$ cat src/rtl/popcount_pkg.sv
// Shared types, default sizing and helpers for the popcount frame sequencer.
package popcount_pkg;

   typedef enum logic [1:0] {
      IDLE  = 2'd0,
      SLICE = 2'd1,
      EMIT  = 2'd2
   } state_e;

   localparam int WORD_W_DEF  = 64;
   localparam int LANE_W_DEF  = 16;
   localparam int CNT_W_DEF   = 16;
   localparam int WCNT_W_DEF  = 16;

   localparam int NS          = WORD_W_DEF / LANE_W_DEF;
   localparam int SLICE_CNT_W = $clog2(LANE_W_DEF) + 1;
   localparam int IDX_W       = (NS > 1) ? $clog2(NS) : 1;

   // Saturating add: result clamps at maxv instead of wrapping.
   function automatic logic [31:0] sat_add(input logic [31:0] a, input logic [31:0] b,
                                           input logic [31:0] maxv);
      logic [32:0] s;
      s = {1'b0, a} + {1'b0, b};
      if (s > {1'b0, maxv}) sat_add = maxv;
      else                  sat_add = s[31:0];
   endfunction

   // Companion flag: the same add would have exceeded maxv.
   function automatic logic sat_ovf(input logic [31:0] a, input logic [31:0] b,
                                    input logic [31:0] maxv);
      logic [32:0] s;
      s = {1'b0, a} + {1'b0, b};
      sat_ovf = (s > {1'b0, maxv});
   endfunction

   // Elaboration guard: the word must split into whole slices.
   function automatic bit words_fit(input int ww, input int lw);
      words_fit = (lw > 0) && ((ww % lw) == 0);
   endfunction

endpackage

$ cat src/rtl/popcount_frame_seq_slice.sv
// Combinational population count of one LANE_W-bit slice.
module popcount_slice #(
   parameter int LANE_W = 16,
   parameter int OUT_W  = $clog2(LANE_W) + 1
) (
   input  logic [LANE_W-1:0] slice_i,
   output logic [OUT_W-1:0]  count_o
);

   // Ripple sum of the individual bits; LANE_W is small so depth stays modest.
   always_comb begin
      count_o = '0;
      for (int i = 0; i < LANE_W; i++)
         count_o = count_o + OUT_W'(slice_i[i]);
   end

endmodule

$ cat src/rtl/popcount_frame_seq.sv
// Frame popcount sequencer: one shared slice counter walks each word LSB slice
// first, accumulating a saturating frame total and word count for a result port.
module popcount_frame_seq
   import popcount_pkg::*;
#(
   parameter int WORD_W = WORD_W_DEF,
   parameter int LANE_W = LANE_W_DEF,
   parameter int CNT_W  = CNT_W_DEF,
   parameter int WCNT_W = WCNT_W_DEF
) (
   input  logic              clk,
   input  logic              rst_n,
   input  logic              in_valid,
   output logic              in_ready,
   input  logic [WORD_W-1:0] in_data,
   input  logic              in_last,
   output logic              out_valid,
   input  logic              out_ready,
   output logic [CNT_W-1:0]  out_count,
   output logic [WCNT_W-1:0] out_words,
   output logic              out_sat
);

   localparam int NSL = WORD_W / LANE_W;
   localparam int SCW = $clog2(LANE_W) + 1;
   localparam int IW  = (NSL > 1) ? $clog2(NSL) : 1;

   localparam logic [IW-1:0] LAST_IDX = IW'(NSL - 1);
   localparam logic [31:0]   CNT_MAX  = 32'((64'd1 << CNT_W) - 64'd1);
   localparam logic [31:0]   WCNT_MAX = 32'((64'd1 << WCNT_W) - 64'd1);

   if (!words_fit(WORD_W, LANE_W)) begin : g_bad_width
      $error("popcount_frame_seq: WORD_W must be a multiple of LANE_W");
   end

   state_e                       state_q;
   logic [NSL-1:0][LANE_W-1:0]   word_q;
   logic                         last_q;
   logic [IW-1:0]                idx_q;
   logic [CNT_W-1:0]             acc_q,  acc_d;
   logic [WCNT_W-1:0]            wcnt_q, wcnt_d;
   logic                         sat_q,  sat_d;
   logic                         out_valid_q, out_sat_q;
   logic [CNT_W-1:0]             out_count_q;
   logic [WCNT_W-1:0]            out_words_q;

   logic [LANE_W-1:0]            slice_bits;
   logic [SCW-1:0]               slice_cnt;
   logic                         last_slice;

   // The single shared counter sees the slice picked by the current index.
   assign slice_bits = word_q[idx_q];

   popcount_slice #(
      .LANE_W (LANE_W),
      .OUT_W  (SCW)
   ) u_slice (
      .slice_i (slice_bits),
      .count_o (slice_cnt)
   );

   assign last_slice = (idx_q == LAST_IDX);

   // Next accumulator / word counter / sticky saturation for a SLICE cycle.
   always_comb begin
      acc_d  = CNT_W'(sat_add(32'(acc_q), 32'(slice_cnt), CNT_MAX));
      wcnt_d = wcnt_q;
      sat_d  = sat_q | sat_ovf(32'(acc_q), 32'(slice_cnt), CNT_MAX);
      if (last_slice) begin
         wcnt_d = WCNT_W'(sat_add(32'(wcnt_q), 32'd1, WCNT_MAX));
         sat_d  = sat_d | sat_ovf(32'(wcnt_q), 32'd1, WCNT_MAX);
      end
   end

   // Accept while idle, or on the final slice of a non-closing word so
   // consecutive words stream at one per NSL cycles.
   assign in_ready = (state_q == IDLE) ||
                     ((state_q == SLICE) && last_slice && !last_q);

   assign out_valid = out_valid_q;
   assign out_count = out_count_q;
   assign out_words = out_words_q;
   assign out_sat   = out_sat_q;

   // Sequencer: load word, walk slices, publish the frame result, wait for handshake.
   always_ff @(posedge clk or negedge rst_n) begin
      if (!rst_n) begin
         state_q     <= IDLE;
         word_q      <= '0;
         last_q      <= 1'b0;
         idx_q       <= '0;
         acc_q       <= '0;
         wcnt_q      <= '0;
         sat_q       <= 1'b0;
         out_valid_q <= 1'b0;
         out_count_q <= '0;
         out_words_q <= '0;
         out_sat_q   <= 1'b0;
      end else begin
         case (state_q)
            IDLE: begin
               if (in_valid) begin
                  word_q  <= in_data;
                  last_q  <= in_last;
                  idx_q   <= '0;
                  state_q <= SLICE;
               end
            end
            SLICE: begin
               acc_q  <= acc_d;
               wcnt_q <= wcnt_d;
               sat_q  <= sat_d;
               if (last_slice) begin
                  if (last_q) begin
                     state_q     <= EMIT;
                     out_valid_q <= 1'b1;
                     out_count_q <= acc_d;
                     out_words_q <= wcnt_d;
                     out_sat_q   <= sat_d;
                  end else if (in_valid) begin
                     word_q <= in_data;
                     last_q <= in_last;
                     idx_q  <= '0;
                  end else begin
                     state_q <= IDLE;
                  end
               end else begin
                  idx_q <= idx_q + IW'(1);
               end
            end
            EMIT: begin
               if (out_ready) begin
                  out_valid_q <= 1'b0;
                  acc_q       <= '0;
                  wcnt_q      <= '0;
                  sat_q       <= 1'b0;
                  state_q     <= IDLE;
               end
            end
            default: state_q <= IDLE;
         endcase
      end
   end

endmodule

$ cat config.mk
export PLATFORM = sky130hd
export DESIGN_NAME = popcount_frame_seq
export DESIGN_NICKNAME = d
export VERILOG_FILES = /design/src/rtl/popcount_pkg.sv /design/src/rtl/popcount_frame_seq_slice.sv /design/src/rtl/popcount_frame_seq.sv
export SDC_FILE = /design/constraint.sdc
export NUM_CORES = 1
export LEC_CHECK = 0
export ABC_AREA = 1
export CAP_MARGIN = 25
export CELL_PAD_IN_SITES_DETAIL_PLACEMENT = 0
export CELL_PAD_IN_SITES_GLOBAL_PLACEMENT = 1
export CORE_ASPECT_RATIO = 1.5
export CORE_MARGIN = 10
export CORE_UTILIZATION = 42
export CTS_CLUSTER_SIZE = 10
export DETAILED_ROUTE_END_ITERATION = 10
export GPL_ROUTABILITY_DRIVEN = 0
export PLACE_DENSITY_LB_ADDON = 0.1
export SYNTH_ARGS = -nofsm -noshare
export SYNTH_HDL_FRONTEND = slang
export SYNTH_SLANG_ARGS = --single-unit
$ cat constraint.sdc
create_clock -name clk -period 8.5 [get_ports clk]
set_input_delay 1.7 -clock clk [delete_from_list [all_inputs] [get_ports clk]]
set_output_delay 1.7 -clock clk [all_outputs]
set_load 0.1 [all_outputs]
==> flow_summary.json <==
{
  "via_per_inst": 5.13,
  "max_stage_delay_ns": 0.70,
  "drc": 0,
  "cpMostUsedCell": "fa_1",
  "regToRegStartpoint": "idx_q[0]",
  "critical_path_buf_inv_count": 4,
  "postSynth.asyncResetShare": 1.00,
  "finalSetupViolCount": 0,
  "rsz0062_at_grt": "false",
  "fmax_mhz": 144,
  "period_needed_ns": 6.94,
  "grt_max_degree": 70,
  "required_ns": 8.78,
  "setup_ws_ns": 1.56,
  "hold_depth": 2,
  "relSlewSlack": 0.339,
  "startpoint": "idx_q[0]",
  "grt_pass1_vias": 6318,
  "rows": 59,
  "cts_max_level": 4,
  "tritoncts": "built",
  "clock_latency_ns": 0.42,
  "hold_buffers": 0,
  "finalWirelength_um": 19500,
  "cp_slowest_cell": "inv_1",
  "syn_nets": 935,
  "path_cells": "buf_4 > inv_1 > o21ai_0 > o22ai_1 > ha_1 > fa_1 > fa_1 > fa_1 > inv_1 > fa_1 > fa_1 > fa_1 > fa_1 > o21ai_2 > nand2_1 > nand2_1 > inv_1 > nor3_1 > xor2_1 > nand2_1 > nand2_1 > o21ai_0",
  "cp-end-kind": "register",
  "rrSetupSlack_ns": 1.56,
  "drtAntennaViolNets": 0,
  "dieHeight_um": 184,
  "synth-seq-cells": 136,
  "synthesis.instances": 842,
  "drive_above_1_share": 0.158,
  "cts.path.max_buffers": 2,
  "grt_pass1_wl_um": 32000,
  "grt_usage": 0.170,
  "clock_sinks": 136,
  "ys_seq_area_frac": 0.453,
  "cp.depth": 22,
  "initial_core_util": 0.429,
  "crit_family": "adder cells",
  "n_fill_cell": 1657,
  "worstSetupEndpoint": "acc_q[10]",
  "netlist_area_um2": 7510,
  "rr_endpoint": "acc_q[10]",
  "crit_fanout": 36,
  "cts_setup_buffers": 0,
  "regArea_um2": 3400,
  "ios": 104,
  "ys_types": 41,
  "die_area_um2": 23700,
  "grt_overflow_total": 0,
  "fin_crit_sh": 0.816,
  "dp_worst_setup_slack_ns": 1.57,
  "dr.pass1.iters": 4,
  "cts-root-buf": "clkbuf_16",
  "finalHoldViolations": 0,
  "antenna_found_initial": 1,
  "cts_resized": 0,
  "drv_cap": 0,
  "setup.worst_path.class": "reg2reg",
  "fin_setup_tns_ns": 0,
  "drt_first_iter_violations": 357,
  "tightest_slew_ns": 0.989,
  "synthFlopType": "dfrtp_1",
  "worstHoldPathType": "reg2reg",
  "drv_slew": 0,
  "clk_pin_slew_worst_paths_ns": 0.06,
  "core_region_area_um2": 17500,
  "syn_avg_cell_area_um2": 8.92,
  "place.detailed.hpwl_um": 14500,
  "synth_edf_count": 0,
  "worst_r2r_path_depth": 22,
  "status": "complete, no violations",
  "vias": 5965,
  "cp-start-kind": "register",
  "diodes": 0,
  "dieWidth_um": 129,
  "finClkSkew_ns": 0.00874,
  "wl_per_cell_um": 16.8,
  "cp_data_arrival_time_ns": 7.22,
  "fin_nets": 1029,
  "cts_buffers": 17,
  "ys.warnings.count": 0,
  "multi_input_area_um2": 3640,
  "syn2layout_area_growth_pct": 23.1,
  "io_buffers": 103
}
-- sequential cells by signal, summed over array words and instances, names as in the netlist --
name,flops
last_q,1
out_valid,1
state_q,2
wcnt_q,16
out_count,16
out_words,16
idx_q,2
sat_q,1
out_sat,1
acc_q,16
word_q,64
-- synthesized netlist by cell type, types with 2 or more instances --
cell / count / area, um^2
a21oi_1: 22 / 110
o21ai_2: 2 / 17.5
dfrtp_1: 136 / 3400
o21ai_1: 3 / 15.0
fa_1: 11 / 220
a31oi_1: 6 / 37.5
o21ai_0: 46 / 230
buf_6: 4 / 45.0
nand2_1: 248 / 931
nor3_1: 7 / 35.0
clkbuf_8: 4 / 55.1
nand3_1: 45 / 225
xor2_1: 10 / 87.6
nor2_1: 56 / 210
or2_2: 2 / 12.5
mux2_2: 64 / 721
a32o_1: 10 / 100
nand3_2: 12 / 120
nor2_4: 10 / 113
inv_1: 59 / 221
xnor2_1: 2 / 17.5
ha_1: 13 / 163
o22ai_1: 10 / 62.6
nor2_2: 6 / 37.5
inv_2: 5 / 18.8
nand4_1: 6 / 37.5
buf_4: 2 / 15.0
buf_2: 9 / 45.0
clkbuf_1: 12 / 45.0
nand2_2: 9 / 56.3
-- layout make-up --
cell class,count,share of cell area
multi-input cells,608,0.394
flip-flops and latches,136,0.368
repair buffers,108,0.117
clock buffers,22,0.0502
well taps,213,0.0288
inverters,65,0.0264
clock inverters,10,0.0156
-- tightest hold or removal path: cells and delay by family, from the launching register on --
family           cells  cell delay [ns]
DFF                  1             0.34
and+or+nand+nor      2             0.10
-- cell families after synthesis --
| group | share of synthesized area |
|---|---|
| DFF | 0.453 |
| adders and majority gates | 0.0510 |
| and+or+nand+nor | 0.244 |
| AOI/OAI and AO/OA | 0.0795 |
| xor gates and xnor gates | 0.0140 |
| muxes | 0.0960 |
| buffers and inverters | 0.0628 |
-- per-stage QoR --
stage          instance area (um^2)  utilization  instances  hold slack [ns]
4_1_cts                        9240        0.528       1162            0.482
2_1_floorplan                  7510            -        842            0.450
3_5_place_dp                   8630        0.494       1130            0.465
5_1_grt                        9240        0.528       1162            0.496
3_3_place_gp                   8620        0.493       1129            0.462
6_report                       9240        0.528       1162            0.477
-- routing by layer --
layer	vias up	part of all wire	GRT usage
met5	-	0	0
met4	0	0.018	0.0593
li1	2960	-	-
met1	2866	0.40	0.186
met3	25	0.043	0.0413
met2	114	0.54	0.310
-- worst min path at each step --
stage	start	to	slack, ns
after floorplan	sat_q	sat_q	0.45
after global placement	out_words[10]	out_words[10]	0.46
after detailed placement	out_words[1]	out_words[1]	0.47
after CTS	out_words[10]	out_words[10]	0.48
after global routing	out_words[7]	out_words[7]	0.50
final	out_words[1]	out_words[1]	0.48
-- layout by cell type (no fill, tap or decap), types with 17 or more instances in the layout --
cell type | synthesis | routed
clkbuf_16 | 0 | 17
inv_1 | 59 | 59
nand3_1 | 45 | 44
dfrtp_1 | 136 | 136
nor2_1 | 56 | 55
a21oi_1 | 22 | 22
clkdlybuf4s50_1 | 0 | 102
o21ai_0 | 46 | 46
mux2_2 | 64 | 64
nand2_1 | 248 | 248
Power is left out: the tool's default activity adds up to more than one toggle a clock period on the data nets, which glitch-free logic cannot reach.
